**config.mk**
```make
export PLATFORM = sky130hd
export DESIGN_NAME = somador_multiciclo_blocos
export DESIGN_NICKNAME = d
export VERILOG_FILES = /design/src/rtl/somador_pkg.sv /design/src/rtl/somador_carry_look_ahead_param.sv /design/src/rtl/somador_multiciclo_blocos.sv
export SDC_FILE = /design/constraint.sdc
export NUM_CORES = 1
export LEC_CHECK = 0
export ABC_AREA = 0
export CORE_ASPECT_RATIO = 0.7
export CORE_MARGIN = 3
export CORE_UTILIZATION = 54
export CTS_CLUSTER_DIAMETER = 50
export DETAILED_ROUTE_END_ITERATION = 10
export PLACE_DENSITY_LB_ADDON = 0.08
export SYNTH_ARGS = -nofsm -noshare
export SYNTH_HDL_FRONTEND = slang
export SYNTH_SLANG_ARGS = --single-unit
```
**constraint.sdc**
```tcl
create_clock -name clk -period 5 [get_ports clk]
set_input_delay 0.5 -clock clk [delete_from_list [all_inputs] [get_ports clk]]
set_output_delay 0.5 -clock clk [all_outputs]
set_load 0.05 [all_outputs]
```
**src/rtl/somador_pkg.sv**
```systemverilog
// Shared constants and helpers for the block-serial adder.
package somador_pkg;

    // Controller state encoding; 2'd3 is unused and decodes to IDLE.
    localparam logic [1:0] IDLE = 2'd0;
    localparam logic [1:0] SOMA = 2'd1;
    localparam logic [1:0] FIM  = 2'd2;

    // Ceiling log2 with a floor of one bit, used to size the block index.
    function automatic int clog2_min1(input int value);
        int res;
        res = 32'sd0;
        for (int i = 32'sd0; i < 32'sd31; i++) begin
            if ((32'sd1 << i) < value) begin
                res = i + 32'sd1;
            end else begin
                res = res;
            end
        end
        if (res < 32'sd1) begin
            res = 32'sd1;
        end else begin
            res = res;
        end
        return res;
    endfunction

endpackage

```
**src/rtl/somador_carry_look_ahead_param.sv**
```systemverilog
// N-bit carry look-ahead adder: every carry is expanded as a sum of
// generate/propagate products rather than rippled bit to bit.
module somador_carry_look_ahead_param #(
    parameter int N = 32'sd8
) (
    input  logic [N-1:0] a,
    input  logic [N-1:0] b,
    input  logic         c_in,
    output logic [N-1:0] s,
    output logic         c_out
);

    logic [N-1:0] g_s;
    logic [N-1:0] p_s;
    logic [N:0]   c_s;
    logic         prod_s;
    logic         acc_s;

    // Look-ahead carries: c[i+1] = g[i] | p[i]g[i-1] | ... | p[i..0]c_in.
    always_comb begin
        g_s    = a & b;
        p_s    = a ^ b;
        c_s    = '0;
        prod_s = 1'b1;
        acc_s  = 1'b0;
        c_s[0] = c_in;
        for (int i = 32'sd0; i < N; i++) begin
            prod_s = 1'b1;
            acc_s  = 1'b0;
            for (int j = i; j >= 32'sd0; j--) begin
                acc_s  = acc_s | (prod_s & g_s[j]);
                prod_s = prod_s & p_s[j];
            end
            c_s[i+1] = acc_s | (prod_s & c_in);
        end
    end

    assign s     = p_s ^ c_s[N-1:0];
    assign c_out = c_s[N];

endmodule

```
**src/rtl/somador_multiciclo_blocos.sv**
```systemverilog
// Block-serial wide adder: latches W-bit operands on start, then pushes
// one N-bit block per cycle (LSB first) through a single N-bit CLA adder,
// chaining the carry through a register and assembling the sum in S.
module somador_multiciclo_blocos
    import somador_pkg::*;
#(
    parameter  int N = 32'sd8,
    parameter  int K = 32'sd4,
    localparam int W = N * K
) (
    input  logic         clk,
    input  logic         rst,
    input  logic         start,
    input  logic [W-1:0] A,
    input  logic [W-1:0] B,
    input  logic         C_in,
    output logic         busy,
    output logic         done,
    output logic [W-1:0] S,
    output logic         C_out
);

    localparam int               IDX_W    = clog2_min1(K);
    localparam logic [IDX_W-1:0] LAST_IDX = IDX_W'(K - 32'sd1);
    localparam logic [IDX_W-1:0] ONE_IDX  = IDX_W'(32'sd1);

    logic [1:0]       state_r;
    logic [IDX_W-1:0] idx_r;
    logic [W-1:0]     a_r;
    logic [W-1:0]     b_r;
    logic             carry_r;
    logic [W-1:0]     s_r;
    logic             c_out_r;
    logic             busy_r;
    logic             done_r;

    logic [N-1:0]     a_blk_s;
    logic [N-1:0]     b_blk_s;
    logic [N-1:0]     sum_blk_s;
    logic             cout_blk_s;

    // Select the operand block addressed by the current index.
    always_comb begin
        a_blk_s = a_r[idx_r*N +: N];
        b_blk_s = b_r[idx_r*N +: N];
    end

    somador_carry_look_ahead_param #(
        .N (N)
    ) u_cla (
        .a     (a_blk_s),
        .b     (b_blk_s),
        .c_in  (carry_r),
        .s     (sum_blk_s),
        .c_out (cout_blk_s)
    );

    // Sequencer: operand capture, per-block accumulation and result hold.
    always_ff @(posedge clk) begin
        if (rst) begin
            state_r <= IDLE;
            idx_r   <= '0;
            a_r     <= '0;
            b_r     <= '0;
            carry_r <= 1'b0;
            s_r     <= '0;
            c_out_r <= 1'b0;
            busy_r  <= 1'b0;
            done_r  <= 1'b0;
        end else begin
            case (state_r)
                IDLE: begin
                    done_r <= 1'b0;
                    if (start) begin
                        a_r     <= A;
                        b_r     <= B;
                        carry_r <= C_in;
                        idx_r   <= '0;
                        s_r     <= '0;
                        c_out_r <= 1'b0;
                        busy_r  <= 1'b1;
                        state_r <= SOMA;
                    end else begin
                        busy_r  <= 1'b0;
                    end
                end
                SOMA: begin
                    s_r[idx_r*N +: N] <= sum_blk_s;
                    carry_r           <= cout_blk_s;
                    busy_r            <= 1'b1;
                    if (idx_r == LAST_IDX) begin
                        c_out_r <= cout_blk_s;
                        done_r  <= 1'b1;
                        state_r <= FIM;
                    end else begin
                        idx_r   <= idx_r + ONE_IDX;
                    end
                end
                FIM: begin
                    done_r  <= 1'b0;
                    busy_r  <= 1'b0;
                    state_r <= IDLE;
                end
                default: begin
                    done_r  <= 1'b0;
                    busy_r  <= 1'b0;
                    state_r <= IDLE;
                end
            endcase
        end
    end

    assign busy  = busy_r;
    assign done  = done_r;
    assign S     = s_r;
    assign C_out = c_out_r;

endmodule

```
* Word-level counts from Yosys, hierarchy flattened
Cells that the tools add are included.
** Word-level totals
- Register bits after elaboration :: 104
- Input port bits :: 68
- Output and inout bits :: 35
- Logic and storage cells :: 148
** Operators by class
- Add/subtract/negate cells :: 2
- Eq/ne operators :: 5
- Shifts and indexed selects :: 4
- Muxes and demuxes :: 16
- Bitwise operators :: 104
- Reduce and logical (&&, ||, !) cells :: 8
** Operators with widths (number)
- $and A1 B1 Y1 :: 64
- $pmux W32 S2 :: 1
- $shiftx A32 B6 Y8 :: 2
- $or A1 B1 Y1 :: 36
- $neg A5 Y34 :: 1
- $shift A8 B34 Y32 const A :: 1
- $shiftx A8 B34 Y32 :: 1
- $bwmux W32 :: 1
- $mux W32 :: 1
- $xor A8 B8 Y8 :: 2
- $and A8 B8 Y8 :: 1
- $mux W2 :: 4
- $pmux W2 S2 :: 2
- $ne A2 B2 Y1 const B :: 3
- $pmux W1 S2 :: 3
- $reduce_and A2 Y1 :: 3
- $reduce_and A3 Y1 :: 2
- $mux W1 :: 4
- $add A2 B1 Y2 const B :: 1
- $eq A2 B1 Y1 const B :: 1
- $eq A2 B2 Y1 const B :: 1
- $logic_not A2 Y1 :: 1
- $reduce_bool A2 Y1 :: 1
- $reduce_or A2 Y1 :: 1
- $not A1 Y1 :: 1

* Depth between registers and ports, before layout
- Depth after elaboration :: 14
- Gate-level depth with buffers :: 8
- Depth with buffers taken out :: 6

* Cells and area by module
From an unflattened synthesis, not the netlist that was laid out.
** Unflattened totals
- Cells, all modules :: 485
- Area total of the unflattened synthesis :: 4626.9 µm²
** Modules (own cells, without submodules)
- somador_multiciclo_blocos :: instances 1, cells an instance 444, area each 4294.1 µm², sequential area each 2082.0 µm²
- somador_carry_look_ahead_param :: instances 1, cells an instance 41, area each 332.8 µm², sequential area each 0.0 µm²

* Worst setup path before layout
Ideal clock, no wire load.
- Path type :: register to register
- Start :: register idx_r[0]
- End :: register s_r[23], in the netlist S[23]
- Setup time :: 0.127 ns
- Arrival time :: 2.524 ns
- Required time :: 4.873 ns
- Slack :: 2.349 ns
- Stages on the path, launching flop included :: 8
- Path buffers :: 1
- Period minus slack after synthesis :: 2.651 ns
- Cells stage by stage :: dfxtp_1 > buf_2 > mux4_2 > ha_1 > nand2_2 > or4_1 > nand4_1 > nand3_1
** On the way
- Word-level cells in the longest chain between the ends :: 14
** RTL lines
- start: declaration :: RTL line somador_multiciclo_blocos.sv:28 : logic [IDX_W-1:0] idx_r;
- start signal: assignment :: RTL line somador_multiciclo_blocos.sv:96 : idx_r <= idx_r + ONE_IDX;
- $shiftx A32 B6 Y8 (on tied branches) :: RTL line somador_multiciclo_blocos.sv:44, somador_multiciclo_blocos.sv:45
- $xor A8 B8 Y8 / $and A8 B8 Y8 (equally long branches) :: RTL line somador_carry_look_ahead_param.sv:22, somador_carry_look_ahead_param.sv:21
- $and A1 B1 Y1 (on tied branches) :: RTL line somador_carry_look_ahead_param.sv:31, somador_carry_look_ahead_param.sv:32
- $or A1 B1 Y1 (tied with other cells) (5 in series) :: RTL line somador_carry_look_ahead_param.sv:31 : acc_s = acc_s | (prod_s & g_s[j]);
- $or A1 B1 Y1 / $and A1 B1 Y1 (equally long branches) :: RTL line somador_carry_look_ahead_param.sv:31, somador_carry_look_ahead_param.sv:34
- $or A1 B1 Y1 :: RTL line somador_carry_look_ahead_param.sv:34 : c_s[i+1] = acc_s | (prod_s & c_in);
- $xor A8 B8 Y8 :: RTL line somador_carry_look_ahead_param.sv:38 : assign s = p_s ^ c_s[N-1:0];
- $shiftx A8 B34 Y32 :: RTL line somador_multiciclo_blocos.sv:88 : s_r[idx_r*N +: N] <= sum_blk_s;
- $bwmux W32 * :: RTL line somador_multiciclo_blocos.sv:88
- $pmux W32 S2 * :: RTL line somador_multiciclo_blocos.sv:71 : case (state_r)
- end signal: indexed assignment :: RTL line somador_multiciclo_blocos.sv:88
- end: declaration :: RTL line somador_multiciclo_blocos.sv:32 : logic [W-1:0] s_r;
Every way passes the cells marked *; elsewhere a longest branch is shown, timed or not.
A chain may end at the register's enable or synchronous reset.

* Worst setup path after layout
- Start :: register idx_r[0]
- End :: register s_r[14], in the netlist S[14]
The elaborated chain is that of the path after synthesis.

==> flow_results.org <==
** Status
- Run status :: finished, final reports clean

** Detailed routing
- Before antenna repair, the detailed router went through 5 iterations.
- In this run the remaining antenna-violating nets after routing total 0.
- Dividing the detail-routed via count by the number of cells gives 5.832.
- After detailed routing, the total wire length is 11960 um.
- # DRC :: 0
- Detailed-route via count :: 4123
- Initial DRC Count :: 423
- In the final routed layout, each cell accounts on average for 16.92 um.

** Critical path
- Sort of element at the end of the critical path :: flop
- WP data required :: 5.25 ns
- Critical path launch point type :: flop
- Maximum net fanout on the critical path :: 16
- Critical Path AT :: 3.57 ns
- Register-to-register setup slack :: 1.68 ns
- Path type of the worst setup path :: flop to flop

** GRT
- Antenna violations before repair :: 0
- Wire length of the first global-routing pass :: 19530 um
- Global-route usage over all layers :: 25.36%
- Entering global routing, the biggest net connects 67 pins.
- After global routing the overflow that remains totals 0.
- Number of global-route vias before repair :: 3875

** STA
- Counting I/O delays and the setup requirement, the final critical path takes 3.317 ns.
- The final hold violation count is 0.
- Fin. max-slew vios :: 0
- Setup repair after global routing left no endpoint under its margin.
- Clk_skew :: 0.004663 ns
- Max-slew headroom at the worst pin :: 36.80%
- Actual transition at the worst max-transition pin :: 0.9468 ns
- For the final routed database, the setup TNS stands at 0 ns.
- Count of final setup violators :: 0
- Derived from the worst setup path, the maximum achievable clock frequency is 0.3014 GHz.
- Fraction of the cycle the final worst path needs :: 66.35%
- The tightest hold path in the finished design has a slack of 0.4545 ns.

** Clock network
- At the later pin of the worst-skew pair, clock insertion delay measures 0.34 ns.
- The number of clock buffers added by TritonCTS is 9.
- The H-tree was split into 3 levels.
- Clock sinks :: 104
- The root buffer cell chosen for the clock tree is sky130_fd_sc_hd__clkbuf_16.
- Cts repair resizes :: 0
- TritonCTS clock tree :: done
- The clock passes through at most 2 buffers.
- Buffers added to address setup during post-CTS repair amount to 0.
- Clock transition time at the flip-flop clock pins of the worst setup and hold paths :: 0.07 ns
- In this run, post-CTS hold repair placed 0 buffers.

** Logic synthesis
- Post-synthesis share of cell area spent on xor and xnor gates :: 0.3797%
- Synthesis produced a netlist with a net count of 596.
- Share of Yosys cell area claimed by the top area cell type :: 45.13%
- Synthesized area :: 4613 um2
- Counting distinct cell types in the post-synthesis netlist gives 55.
- Counting flops with an async set or reset pin after synthesis yields a share of 0%.
- Simple logic cell fraction of the synthesized area :: 20.67%
- Of the post-synthesis cell area, the part taken by muxes is 8.788%.
- Cells after Synth :: 514
- Avg Inst Size Synth :: 8.975 um2
- Fraction of the mapped netlist area in adder cells :: 3.960%
- Of the synthesized area, sequential elements account for 45.13%.
- Cell taking the most area after synthesis :: sky130_fd_sc_hd__dfxtp_1
- By area, the combinational part of the netlist is dominated by simple AND/OR/NAND/NOR gates.
- Yosys printed 0 warnings.
- In this run, synthesis inferred 0 flip-flops with an integrated enable.
- In the synthesized netlist the dominant register cell turns out to be sky130_fd_sc_hd__dfxtp_1.
- Yosys attributes the largest share of cell area to sky130_fd_sc_hd__dfxtp_1 45%, sky130_fd_sc_hd__nand2_1 12%, sky130_fd_sc_hd__mux4_2 7.8%, sky130_fd_sc_hd__a21oi_1 7.5%, sky130_fd_sc_hd__ha_1 3.5%.
- Share of the synthesized area in compound gates (AO/OA/AOI/OAI) :: 17.58%
- After synthesis the netlist holds a flip-flop and latch count of 104.

** Floorplanning
- The total area inside the core boundary comes to 8074 um2.
- Std cell rows :: 27
- Die Outline Area :: 9705 um2
- Vertical extent of the die :: 83.33 um
- Num ports :: 103
- Die span in x :: 116.5 um
- Initial standard-cell utilization of the core :: 57.14%

** Power
- Power Density :: 316.0 nW/um2
- IR analysis of the VDD net gives a maximum drop of 0.2820 mV.
- Static leakage :: 2.189 nW
- The design draws 1.879 mW.

** Cells and area
- NumNets Final :: 683
- Count of inserted antenna diode cells :: 0
- Of the cells placed in the final design, the portion with a size suffix greater than 1 is 9.241%.
- From synthesis to final layout, the design area changed by 28.89%.
- Most frequent standard cell in the layout excluding fill and tap cells :: sky130_fd_sc_hd__nand2_1
- Leaving out fill and tap cells, the most frequent cells in the layout are 151 x sky130_fd_sc_hd__nand2_1, 104 x sky130_fd_sc_hd__dfxtp_1, 101 x sky130_fd_sc_hd__clkdlybuf4s50_1.

** Flow run
- The tool flagged a number of max-cap violations equal to 0.

** Placement
- Final weighted congestion in routability-driven placement :: 0.8493
- Post-DP HPWL :: 8729 um
- PortBufs :: 102

** Hold path
- The min-delay analysis places its worst path in the category flop to flop.
[flip-flops by register name, indices dropped and copies added, names as in the netlist]
signal / count
C_out: 1
S: 32
a_r: 32
b_r: 32
busy: 1
carry_r: 1
done: 1
idx_r: 2
state_r: 2
[final cells by class]
type                       count  area (um2)
clock buffer                  12       256.5
clock inverter                 4       27.53
fill                         620        2128
inverter                       7       26.28
multi-input combinational    373        2381
sequential                   104        2082
tap                          101       126.4
timing repair buffer         106        1046
[per-stage QoR]
step	cell area [um2]	std cells	worst slack, ns	utilization, %
final	5946	707	1.683	73.64
after global routing	5946	707	1.393	73.64
after CTS	5946	707	1.659	73.64
after detailed placement	5662	691	1.690	70.12
after global placement	5662	691	1.835	70.12
after floorplan	4613	514	2.349	-
[worst paths after layout]
path,from,end,cells past startpoint
setup / recovery,idx_r[0],S[14],7
hold / removal,a_r[28],a_r[28],2
setup reg to reg,idx_r[0],S[14],7
hold reg to reg,a_r[28],a_r[28],2
[cells in the mapped netlist, drive strengths merged (5+ instances only)]
| cell | n |
|---|---|
| nor3 | 6 |
| nor2 | 20 |
| a21oi | 70 |
| nand2 | 152 |
| o31ai | 8 |
| a22oi | 10 |
| nand3 | 9 |
| mux4 | 16 |
| buf | 11 |
| o2111ai | 5 |
| clkbuf | 19 |
| o21ai | 5 |
| ha | 13 |
| dfxtp | 104 |
| nand2b | 5 |
| inv | 7 |
| a22o | 8 |
[metal layers]
| metal | vias up | wire length (um) | track usage (%) |
|---|---|---|---|
| met4 | 0 | 193 | 7.165 |
| met1 | 1948 | 5520 | 36.33 |
| li1 | 1990 | - | - |
| met3 | 18 | 901 | 5.899 |
| met5 | - | 0 | 0 |
| met2 | 167 | 5346 | 38.16 |
[where the power goes]
group          switching (mW)  internal [mW]
clock                   0.301          0.366
combinational           0.174          0.137
sequential             0.0316          0.868
[logic make-up after synthesis]
kind of cell               after synthesis
adders and majority gates               14
buffers and inverters                   37
AOI/OAI and AO/OA                      126
xor gates and xnor gates                 2
muxes                                   20
DFF                                    104
and+or+nand+nor                        211
[critical path: stages (launching register included)]
cell and delay [ns]:
sky130_fd_sc_hd__dfxtp_1 0.74, sky130_fd_sc_hd__buf_4 0.39, sky130_fd_sc_hd__mux4_2 0.59, sky130_fd_sc_hd__ha_1 0.35
sky130_fd_sc_hd__a211oi_4 0.40, sky130_fd_sc_hd__nor3_2 0.13, sky130_fd_sc_hd__o31a_1 0.36, sky130_fd_sc_hd__o31ai_1 0.27
Note: power is estimated with default switching activity, not from simulation.
